[config.mk]
export PLATFORM = sky130hd
export DESIGN_NAME = peripheral_msi_arbiter_ahb3_flat
export DESIGN_NICKNAME = d
export VERILOG_FILES = /design/src/rtl/peripheral_msi_arbiter_ahb3_if.sv /design/src/rtl/peripheral_msi_arbiter_ahb3.sv /design/src/flat_wrapper.sv
export SDC_FILE = /design/constraint.sdc
export NUM_CORES = 1
export LEC_CHECK = 0
export ABC_AREA = 1
export BUFFER_PORTS_ARGS = -buffer_cell sky130_fd_sc_hd__buf_2
export CAP_MARGIN = 20
export CORE_ASPECT_RATIO = 0.7
export CORE_MARGIN = 5
export CORE_UTILIZATION = 48
export CTS_CLUSTER_DIAMETER = 100
export CTS_CLUSTER_SIZE = 25
export DETAILED_ROUTE_END_ITERATION = 10
export GPL_TIMING_DRIVEN = 0
export PLACE_DENSITY = 0.76
export SYNTH_ARGS = -nofsm -noshare
export SYNTH_HDL_FRONTEND = slang
export SYNTH_SLANG_ARGS = --single-unit
[constraint.sdc]
create_clock -name HCLK -period 5.4 [get_ports HCLK]
set_input_delay 0.81 -clock HCLK [delete_from_list [all_inputs] [get_ports HCLK]]
set_output_delay 0.81 -clock HCLK [all_outputs]
set_load 0.02 [all_outputs]
[src/rtl/peripheral_msi_arbiter_ahb3_if.sv]
// ---------------------------------------------------------------------------
// peripheral_msi_arbiter_ahb3_if
// Bundle of the signals between the requesting masters and the slave-port
// arbiter of one AHB3-Lite slave port.
//   mst_req            per-master request (HSEL qualified by HTRANS[1])
//   mst_priority       per-master 3-bit priority, 7 is highest
//   mst_HTRANS         per-master HTRANS
//   mst_HBURST         per-master HBURST
//   mst_HMASTLOCK      per-master lock
//   slv_HREADY         slave-port HREADY
//   granted_master     one-hot grant (registered)
//   granted_master_idx binary grant index (registered)
//   grant_valid        granted master is requesting or mid-transfer
//   can_switch         arbitration point this cycle (combinational)
//   starved            per-master starved flag (registered)
// Modport "master" is the side that drives requests; "slave" is the arbiter.
// ---------------------------------------------------------------------------
interface peripheral_msi_arbiter_ahb3_if #(
   parameter int MASTERS = 5
);
   localparam int IDXW = $clog2(MASTERS);

   logic [MASTERS-1:0]       mst_req;
   logic [MASTERS-1:0][2:0]  mst_priority;
   logic [MASTERS-1:0][1:0]  mst_HTRANS;
   logic [MASTERS-1:0][2:0]  mst_HBURST;
   logic [MASTERS-1:0]       mst_HMASTLOCK;
   logic                     slv_HREADY;
   logic [MASTERS-1:0]       granted_master;
   logic [IDXW-1:0]          granted_master_idx;
   logic                     grant_valid;
   logic                     can_switch;
   logic [MASTERS-1:0]       starved;

   modport master (
      output mst_req, mst_priority, mst_HTRANS, mst_HBURST, mst_HMASTLOCK, slv_HREADY,
      input  granted_master, granted_master_idx, grant_valid, can_switch, starved
   );

   modport slave (
      input  mst_req, mst_priority, mst_HTRANS, mst_HBURST, mst_HMASTLOCK, slv_HREADY,
      output granted_master, granted_master_idx, grant_valid, can_switch, starved
   );
endinterface

[src/rtl/peripheral_msi_arbiter_ahb3.sv]
// ---------------------------------------------------------------------------
// peripheral_msi_arbiter_ahb3
// Registered, burst- and lock-aware arbiter for one AHB3-Lite slave port.
// Priority tiers with per-tier round-robin; requesters that wait AGE_LIMIT
// cycles are promoted to a "starved" tier above priority 7.
// Ports:
//   HCLK    clock, rising edge
//   HRESET  asynchronous active-high reset
//   bus     peripheral_msi_arbiter_ahb3_if.slave (requests in, grant out)
// ---------------------------------------------------------------------------
module peripheral_msi_arbiter_ahb3 #(
   parameter int MASTERS   = 5,
   parameter int AGE_LIMIT = 15
) (
   input logic                            HCLK,
   input logic                            HRESET,
   peripheral_msi_arbiter_ahb3_if.slave   bus
);
   localparam int IDXW         = $clog2(MASTERS);
   localparam int TIERS        = 9;
   localparam int STARVED_TIER = 8;
   localparam logic [7:0] AGE_MAX = 8'(AGE_LIMIT);

   localparam logic [1:0] HT_IDLE   = 2'b00;
   localparam logic [1:0] HT_NONSEQ = 2'b10;
   localparam logic [1:0] HT_SEQ    = 2'b11;

   typedef enum logic [1:0] {ST_IDLE, ST_OWNED, ST_BURST, ST_LOCKED} state_t;

   state_t             state_q, state_d;
   logic [3:0]         beats_q, beats_d;
   logic               lock_pend_q, lock_pend_d;
   logic [MASTERS-1:0] grant_q, grant_d;
   logic [IDXW-1:0]    idx_q, idx_d;
   logic               gv_q, gv_d;
   logic [IDXW-1:0]    ptr_q [TIERS];
   logic [IDXW-1:0]    ptr_d [TIERS];

   logic [MASTERS-1:0]            starved_vec;
   logic [TIERS-1:0][MASTERS-1:0] tier_req;
   logic [3:0]                    win_tier;
   logic [IDXW-1:0]               winner;
   logic                          any_req;
   logic                          rr_found;
   int                            cand;
   logic [IDXW-1:0]               cand_idx;
   logic                          arb_point;
   logic                          burst_done;
   logic                          can_switch;
   logic                          grant_load;
   logic [3:0]                    burst_len;

   // Signals of the currently granted master.
   logic [1:0] cur_htrans;
   logic [2:0] cur_hburst;
   logic       cur_lock;

   assign cur_htrans = bus.mst_HTRANS[idx_q];
   assign cur_hburst = bus.mst_HBURST[idx_q];
   assign cur_lock   = bus.mst_HMASTLOCK[idx_q];

   // A starved requester sits only in the top tier, never in its priority tier.
   for (genvar gi = 0; gi < TIERS; gi++) begin : g_tier
      for (genvar gj = 0; gj < MASTERS; gj++) begin : g_mst
         if (gi == STARVED_TIER) begin : g_top
            assign tier_req[gi][gj] = bus.mst_req[gj] & starved_vec[gj];
         end else begin : g_prio
            assign tier_req[gi][gj] = bus.mst_req[gj] & ~starved_vec[gj] &
                                      (bus.mst_priority[gj] == 3'(gi));
         end
      end
   end

   // Highest non-empty tier, then round-robin starting after its pointer.
   always_comb begin
      win_tier = '0;
      any_req  = 1'b0;
      winner   = idx_q;
      rr_found = 1'b0;
      cand     = 0;
      cand_idx = '0;
      for (int t = 0; t < TIERS; t++) begin
         if (|tier_req[t]) begin
            win_tier = 4'(t);
            any_req  = 1'b1;
         end
      end
      for (int k = 1; k <= MASTERS; k++) begin
         cand = int'(ptr_q[win_tier]) + k;
         if (cand >= MASTERS) cand = cand - MASTERS;
         cand_idx = IDXW'(cand);
         if (!rr_found && tier_req[win_tier][cand_idx]) begin
            winner   = cand_idx;
            rr_found = 1'b1;
         end
      end
   end

   // Remaining SEQ beats after the NONSEQ: 4-, 8- or 16-beat bursts.
   always_comb begin
      case (cur_hburst[2:1])
         2'b01:   burst_len = 4'd3;
         2'b10:   burst_len = 4'd7;
         default: burst_len = 4'd15;
      endcase
   end

   always_comb begin
      state_d     = state_q;
      beats_d     = beats_q;
      lock_pend_d = lock_pend_q;
      grant_d     = grant_q;
      idx_d       = idx_q;
      gv_d        = gv_q;
      ptr_d       = ptr_q;
      arb_point   = 1'b0;
      burst_done  = 1'b0;
      can_switch  = 1'b0;
      grant_load  = 1'b0;

      if (bus.slv_HREADY) begin
         case (state_q)
            ST_OWNED: begin
               if (cur_lock) begin
                  state_d = ST_LOCKED;
               end else if (cur_htrans == HT_NONSEQ && cur_hburst >= 3'd2) begin
                  state_d     = ST_BURST;
                  beats_d     = burst_len;
                  lock_pend_d = 1'b0;
               end else if (cur_htrans == HT_IDLE) begin
                  arb_point = 1'b1;
               end
            end
            ST_BURST: begin
               // Lock seen mid-burst is remembered and honoured at burst end.
               if (cur_lock) lock_pend_d = 1'b1;
               if (cur_htrans == HT_SEQ) begin
                  if (beats_q == 4'd0) burst_done = 1'b1;
                  else                 beats_d    = beats_q - 4'd1;
               end else if (cur_htrans == HT_IDLE) begin
                  // Master abandoned the burst early; do not hang the port.
                  burst_done = 1'b1;
               end
               if (burst_done) begin
                  lock_pend_d = 1'b0;
                  if (cur_lock || lock_pend_q) state_d   = ST_LOCKED;
                  else                         arb_point = 1'b1;
               end
            end
            ST_LOCKED: begin
               if (!cur_lock && cur_htrans == HT_IDLE) arb_point = 1'b1;
            end
            default: ;
         endcase
      end

      can_switch = bus.slv_HREADY & ((state_q == ST_IDLE) | arb_point);
      grant_load = can_switch & any_req;

      if (can_switch) begin
         beats_d     = '0;
         lock_pend_d = 1'b0;
         if (any_req) begin
            grant_d         = MASTERS'(1) << winner;
            idx_d           = winner;
            ptr_d[win_tier] = winner;
            gv_d            = 1'b1;
            state_d         = ST_OWNED;
         end else begin
            // Park on the current master.
            gv_d    = 1'b0;
            state_d = ST_IDLE;
         end
      end
   end

   always_ff @(posedge HCLK or posedge HRESET) begin
      if (HRESET) begin
         state_q     <= ST_IDLE;
         beats_q     <= '0;
         lock_pend_q <= 1'b0;
         grant_q     <= MASTERS'(1);
         idx_q       <= '0;
         gv_q        <= 1'b0;
         for (int t = 0; t < TIERS; t++) ptr_q[t] <= '0;
      end else begin
         state_q     <= state_d;
         beats_q     <= beats_d;
         lock_pend_q <= lock_pend_d;
         grant_q     <= grant_d;
         idx_q       <= idx_d;
         gv_q        <= gv_d;
         ptr_q       <= ptr_d;
      end
   end

   // Aging runs every cycle, independent of slv_HREADY. A parked grant
   // (grant_valid=0) is not ownership, so a parked master still ages.
   for (genvar gi = 0; gi < MASTERS; gi++) begin : g_age
      logic [7:0] age_q, age_d;
      logic       starved_q;

      always_comb begin
         age_d = age_q;
         if (!bus.mst_req[gi] || (grant_load && winner == IDXW'(gi))) begin
            age_d = '0;
         end else if (!(grant_q[gi] && gv_q) && age_q < AGE_MAX) begin
            age_d = age_q + 8'd1;
         end
      end

      always_ff @(posedge HCLK or posedge HRESET) begin
         if (HRESET) begin
            age_q     <= '0;
            starved_q <= 1'b0;
         end else begin
            age_q     <= age_d;
            starved_q <= (age_d == AGE_MAX);
         end
      end

      assign starved_vec[gi] = starved_q;
   end

   assign bus.granted_master     = grant_q;
   assign bus.granted_master_idx = idx_q;
   assign bus.grant_valid        = gv_q;
   assign bus.can_switch         = can_switch;
   assign bus.starved            = starved_vec;
endmodule

[src/flat_wrapper.sv]
// flat-port wrapper written by rule: the top's interface ports become plain ports
module peripheral_msi_arbiter_ahb3_flat 
#(
   parameter int MASTERS   = 5,
   parameter int AGE_LIMIT = 15
)
  (HCLK, HRESET, bus_mst_req, bus_mst_priority, bus_mst_HTRANS, bus_mst_HBURST, bus_mst_HMASTLOCK, bus_slv_HREADY, bus_granted_master, bus_granted_master_idx, bus_grant_valid, bus_can_switch, bus_starved);
  peripheral_msi_arbiter_ahb3_if #(.MASTERS(MASTERS)) bus_i ();
  input logic HCLK;
  input logic HRESET;
  input wire logic [$bits(bus_i.mst_req)-1:0] bus_mst_req;
  input wire logic [$bits(bus_i.mst_priority)-1:0] bus_mst_priority;
  input wire logic [$bits(bus_i.mst_HTRANS)-1:0] bus_mst_HTRANS;
  input wire logic [$bits(bus_i.mst_HBURST)-1:0] bus_mst_HBURST;
  input wire logic [$bits(bus_i.mst_HMASTLOCK)-1:0] bus_mst_HMASTLOCK;
  input wire logic [$bits(bus_i.slv_HREADY)-1:0] bus_slv_HREADY;
  output wire logic [$bits(bus_i.granted_master)-1:0] bus_granted_master;
  output wire logic [$bits(bus_i.granted_master_idx)-1:0] bus_granted_master_idx;
  output wire logic [$bits(bus_i.grant_valid)-1:0] bus_grant_valid;
  output wire logic [$bits(bus_i.can_switch)-1:0] bus_can_switch;
  output wire logic [$bits(bus_i.starved)-1:0] bus_starved;
  assign bus_i.mst_req = bus_mst_req;
  assign bus_i.mst_priority = bus_mst_priority;
  assign bus_i.mst_HTRANS = bus_mst_HTRANS;
  assign bus_i.mst_HBURST = bus_mst_HBURST;
  assign bus_i.mst_HMASTLOCK = bus_mst_HMASTLOCK;
  assign bus_i.slv_HREADY = bus_slv_HREADY;
  assign bus_granted_master = bus_i.granted_master;
  assign bus_granted_master_idx = bus_i.granted_master_idx;
  assign bus_grant_valid = bus_i.grant_valid;
  assign bus_can_switch = bus_i.can_switch;
  assign bus_starved = bus_i.starved;
  peripheral_msi_arbiter_ahb3 #(.MASTERS(MASTERS), .AGE_LIMIT(AGE_LIMIT)) u_core (.HCLK(HCLK), .HRESET(HRESET), .bus(bus_i));
endmodule
==> results of run 1 <==
-- cell usage after synthesis (all sizes together) --
master / number
o21a: 1
a21oi: 31
o21ai: 62
nand3: 109
dfstp: 1
mux2: 1
nor4: 4
a31oi: 1
a211o: 1
a211oi: 1
nor2: 155
mux2i: 4
a31o: 2
o22ai: 4
nor3: 18
nand2: 267
o211ai: 2
xor2: 5
o31ai: 1
ha: 23
buf: 11
or2: 5
a221o: 2
a21o: 1
clkinv: 2
nor3b: 6
a221oi: 2
dfrtp: 87
clkbuf: 5
nand4: 24
a311o: 2
inv: 154
a21boi: 1
xnor2: 5
nand3b: 7
-- final timing paths --
path                                                startpoint                                       end  slack [ns]  depth (start not counted)
setup / recovery                                bus_mst_req[1]        u_core.g_age[4].age_q[0]$_DFF_PP0_        0.34                         35
hold / removal                                          HRESET        u_core.g_age[3].age_q[4]$_DFF_PP0_        0.48                          2
setup reg to reg           u_core.g_age[0].starved_q$_DFF_PP0_       u_core.g_age[2].starved_q$_DFF_PP0_        0.52                         41
hold reg to reg                    u_core.ptr_q[2]$_DFFE_PP0P_               u_core.ptr_q[2]$_DFFE_PP0P_        0.49                          2
max in group asynchronous                               HRESET  u_core.bus.granted_master[0]$_DFFE_PP1P_        4.25                          3
min in group HCLK                  u_core.ptr_q[2]$_DFFE_PP0P_               u_core.ptr_q[2]$_DFFE_PP0P_        0.49                          2
-- registers in the layout, summed over array words and instances, names as in the netlist, 2 cells and up --
name                           cells
u_core.g_age.age_q                40
u_core.ptr_q                      27
u_core.bus.granted_master          5
u_core.g_age.starved_q             5
u_core.beats_q                     4
u_core.bus.granted_master_idx      3
u_core.state_q                     2
-- layout by cell type, fill, tap and decap left out, types with 11 or more instances in the layout --
cell type and instances:
nand2_1 232, inv_1 133, nor2_1 129, nand3_1 98
dfrtp_1 87, buf_2 62, o21ai_0 51, a21oi_1 30
nand2_2 24, ha_1 23, nand4_1 22, inv_2 19
buf_4 16, nor2_2 14, nor3_1 12, nor2_4 11
nand2_4 11
-- worst reg2reg max path, delay by kind of cell, from the launching register on --
kind | cells | cell delay, ns
AO/OA/AOI/OAI | 2 | 0.15
adder cells (fa/ha/maj) | 1 | 0.29
buffers and inverters | 7 | 0.76
flip-flops | 1 | 0.43
AND/OR/NAND/NOR | 31 | 3.16
-- area by class of cell --
class,count,share of cell area
plain buffers,16,0.0157
flip-flops and latches,88,0.280
multi-input cells,747,0.510
clock buffers,10,0.0303
repair buffers,74,0.0534
inverters,156,0.0753
clock inverters,6,0.00540
well taps,190,0.0302
-- per-stage QoR --
step,area (µm²),hold WS [ns]
2_1_floorplan,6810,0.444
3_3_place_gp,7360,0.465
3_5_place_dp,7390,0.473
4_1_cts,7670,0.491
5_1_grt,7880,0.504
6_report,7880,0.478
-- logic make-up after synthesis --
group           Yosys count
fa+ha+maj                23
flops                    88
mux                       5
buf+inv                 172
compound gates          114
xor+xnor                 10
simple gates            595
-- power by group --
group	switching (µW)	internal, µW
Sequential	120	826
Clock	270	326
Combinational	2210	1080
-- routing by layer --
layer  vias up  track usage  wire (µm)
li1       3415            -          -
met1      3084        0.339       9270
met2       257        0.315       7380
met3        28       0.0500       1680
met4         2       0.0462        217
met5         -            0          9
-- repair_timing --
action	4_1_cts	5_1_grt
gates resized for setup	0	29
endpoints found under the setup margin	0	79
setup buffers	0	11
==> results.toml, run 1 <==
[worst_setup_path]
path_buf_inv = 8
slowest_delay_ns = 0.32
critPathKind = "primary input to flop"
critPathMaxFanout = 10
cp-start-kind = "primary input"
cpMostUsedCell = "nand2_2"
cp_slowest_cell = "o21ai_0"
endpoint_kind = "flop"
required_ns = 5.62
cp_top_family = "simple AND/OR/NAND/NOR gates"
arrival_ns = 5.28

[global_route]
antenna_found_initial = 1
grt_pass1_wl_mm = 29.8
grt_pass1_vias = 5841
grt_start_max_net_pins = 57
grt-ovfl-total = 0
track_usage = 0.220

[timing]
setup_viol = 0
period_share = 0.938
setup_ws_ns = 0.337
worst_pin_slew_ns = 0.970
slew_viol_final = 0
slew_headroom = 0.348
fmax_mhz = 198
fin_crit_ns = 5.06
clock_skew_ns = 0.00896
tns_ns = 0
finalHoldViolations = 0

[power]
p_total_uw = 4830
ir_drop_uv = 443
power_density_nw_per_um2 = 613
p_leak_uw = 0.00410

[synth]
synthAdderAreaFrac = 0.0423
yosys.area.top_type = "dfrtp_1"
synth_compound_area_frac = 0.0952
synth_cell_types = 51
yosys-top-cells-area = "dfrtp_1 (32%), nand2_1 (13%), nor2_1 (7.4%)"
syn_inst = 1007
synth.area.mux_share = 0.00753
netlist_area_um2 = 6810
yosys.area_share.simple = 0.415
yosysWarnings = 0
synth_top_area_share = 0.320
synth_top_family_by_area = "simple AND/OR/NAND/NOR gates"
ys_seq_elements = 88
syn_avg_cell_area_um2 = 6.76
syn-num-nets = 1083
synth_xor_area_frac = 0.0129
synth.yosys.seq_area_share = 0.324

[floorplanning]
start_util = 0.489
pin_count = 68
die_h_um = 110
rows = 36
fp.dieW_um = 152
coreArea_um2 = 13900
dieArea_um2 = 16700

[final_layout]
utilization = 0.566
antenna_cells = 0
multi_input_area_um2 = 4020
seqCellArea_um2 = 2200
layout.cells.non_filler = 1287
area_delta_synth_final_pct = 15.7
final_layout_size_suffix_gt1_frac = 0.195
finalNetCount = 1168
n_fill_cell = 1304

[clocking]
cts_hold_buf = 0
clkSinkCount = 88
cts_tree = "done"
cts_root_buf = "clkbuf_16"
path_clk_slew_ns = 0.07
clk_latency_ns = 0.35
htreeDepth = 3
numCtsBuffers = 9
cts_buffer_depth = 2

[route]
post_drt_wl_per_cell_um = 14.4
drt_first_pass_iters = 5
drc = 0
vias_per_cell = 5.27
vias = 6786
drt-initial-drc-count = 620
drt-total-wl_mm = 18.5
antenna_left = 0

[placed_design]
post-dp-hpwl_mm = 14.4
dp_cells = 1260
port_buffers = 62
preCtsSetupSlack_ns = -0.344
gp_congestion = 0.969

[status]
status = "completed"

[run]
max_cap_viol_count = 0

[worst_hold_path]
hold_path_class = "primary input to asynchronous set/reset pin"
No activity file was read; power rests on OpenSTA's default activity.
==> inputs of run 2 (changes only) <==
==> constraint.sdc (replaced) <==
create_clock -name HCLK -period 5.4 [get_ports HCLK]
set_input_delay 1.35 -clock HCLK [delete_from_list [all_inputs] [get_ports HCLK]]
set_output_delay 1.35 -clock HCLK [all_outputs]
set_load 0.02 [all_outputs]
==> run 2 against run 1 <==
  * The run now ends with negative setup slack left
  * Utilization grew 5.8 points
  * Worst hold slack improved by 0.010 ns
  * Final area rose by 10%
  * Non-clock buffer count up 43
  * Via count is 4.7% higher
  * Highest routed layer is now met4
==> results.toml, run 2 (synthesis gave the netlist of run 1 again) <==
[route]
post_drt_wl_per_cell_um = 14.9
drt_first_pass_iters = 7
vias = 7106
antenna_left = 0
drt-initial-drc-count = 738
drt-total-wl_mm = 19.9
vias_per_cell = 5.34
drc = 0

[worst_setup_path]
crit_path_start = "bus_mst_req[1]"
critPathKind = "primary input to flop"
slowest_delay_ns = 0.28
endpoint_kind = "flop"
path_buf_inv = 8
critPathMaxFanout = 8
cp_top_family = "simple AND/OR/NAND/NOR gates"
arrival_ns = 5.65
r2r-start = "u_core.g_age[0].starved_q$_DFF_PP0_"
required_ns = 5.63
cp_slowest_cell = "ha_4"
cpMostUsedCell = "nand2_2"
cp-start-kind = "primary input"

[timing]
slew_headroom = 0.373
worst_pin_slew_ns = 0.933
rsz0062_at_grt = "yes"
finalHoldViolations = 0
setup_ws_ns = -0.0142
setup_viol = 2
fin_crit_ns = 5.41
fmax_mhz = 185
slew_viol_final = 0
period_share = 1.00
clock_skew_ns = 0.00811

[final_layout]
layout.cells.non_filler = 1331
area_delta_synth_final_pct = 27.6
reg_top3 = "u_core.g_age.age_q (40), u_core.ptr_q (27)"
final_cell_mix = "nand2_1 (216), inv_1 (128), nor2_1 (112), nand3_1 (90), dfrtp_1 (87)"
stdcell_area_um2 = 8690
largest_reg_flops = 40
finalNetCount = 1212
antenna_cells = 0
final_common_cell = "nand2_1"
final_layout_size_suffix_gt1_frac = 0.277
n_fill_cell = 1177
top_register = "u_core.g_age.age_q"

[status]
status = "complete, but fails checks"
violations = "negative setup slack"

[worst_hold_path]
hp-start = "u_core.ptr_q[2]$_DFFE_PP0P_"
hold_path_class = "flop to flop"

[power]
power_density_nw_per_um2 = 673
p_leak_uw = 0.00440
ir_drop_uv = 498

[floorplanning]
start_util = 0.489
dieArea_um2 = 16700
coreArea_um2 = 13900
pin_count = 68
die_h_um = 110
fp.dieW_um = 152
rows = 36

[clocking]
cts_buffer_depth = 2
htreeDepth = 3
cts_root_buf = "clkbuf_16"
cts_hold_buf = 0
numCtsBuffers = 9
clk_latency_ns = 0.35
cts_tree = "done"
path_clk_slew_ns = 0.07
clkSinkCount = 88

[global_route]
grt_pass1_wl_mm = 30.1
grt_start_max_net_pins = 57
grt_pass1_vias = 5938
track_usage = 0.223
antenna_found_initial = 0
grt-ovfl-total = 0

[placed_design]
gp_congestion = 0.969
dp_cells = 1260
post-dp-hpwl_mm = 14.4
place_area_um2 = 7390
port_buffers = 62

[run]
max_cap_viol_count = 0
run 2: final cells by class:
class / instances / area, µm² / area share
repair buffers: 117 / 771 / 0.0887
plain buffers: 16 / 143 / 0.0164
inverters: 156 / 621 / 0.0714
well taps: 190 / 238 / 0.0274
clock inverters: 6 / 42.5 / 0.00490
flip-flops and latches: 88 / 2200 / 0.254
multi-input cells: 748 / 4430 / 0.510
clock buffers: 10 / 239 / 0.0275
run 2: path summary, 6_finish.rpt:
check / to / slack [ns] / depth (start not counted)
hold / removal: u_core.ptr_q[2]$_DFFE_PP0P_ / 0.49 / 2
setup / recovery: u_core.g_age[3].starved_q$_DFF_PP0_ / -0.01 / 39
hold reg to reg: u_core.ptr_q[2]$_DFFE_PP0P_ / 0.49 / 2
min in group asynchronous: u_core.ptr_q[6]$_DFFE_PP0P_ / 1.02 / 2
setup reg to reg: u_core.g_age[3].starved_q$_DFF_PP0_ / 0.63 / 37
max in group asynchronous: u_core.bus.granted_master[0]$_DFFE_PP1P_ / 3.70 / 3
run 2: per-layer routing:
layer	routed length [µm]	vias up	part of all wire	global-route usage
met3	1930	30	0.097	0.0445
li1	-	3513	-	-
met2	8280	290	0.42	0.323
met4	246	0	0.012	0.0449
met5	0	-	0	0
met1	9410	3273	0.47	0.344
run 2: power breakdown:
part | total, µW | switching, µW | leakage (µW) | internal (µW)
Sequential | 950 | 123 | 0.00117 | 826
Combinational | 4300 | 2680 | 0.00310 | 1620
Clock | 595 | 269 | 0.000135 | 326
Total | 5850 | 3070 | 0.00440 | 2780
run 2: what timing repair did:
item / CTS / global route
setup endpoints to repair: 77 / 79
setup buffers: 8 / 46
resized for setup: 25 / 127
endpoints found under the hold margin: 0 / 0
pin swaps: 6 / 58
cloned: 0 / 1
run 2: metrics by stage:
stage	utilization	total power, µW	hold WS (ns)	setup slack (ns)	TNS, ns
3_5_place_dp	0.531	4060	0.473	-0.884	-51.14
4_1_cts	0.563	4810	0.491	-0.0180	-0.119
3_3_place_gp	0.529	4000	0.465	-0.831	-47.49
2_1_floorplan	-	3330	0.444	0.263	0
6_report	0.624	5850	0.488	-0.0142	-0.0215
5_1_grt	0.624	6280	0.516	-0.296	-11.89
run 2: worst reg2reg max path: cells and delay by family, from the launching register on:
kind | cells | cell delay (ns)
flip-flops | 1 | 0.43
AO/OA/AOI/OAI | 1 | 0.10
adder cells (fa/ha/maj) | 1 | 0.28
buffers and inverters | 7 | 0.68
AND/OR/NAND/NOR | 28 | 3.17
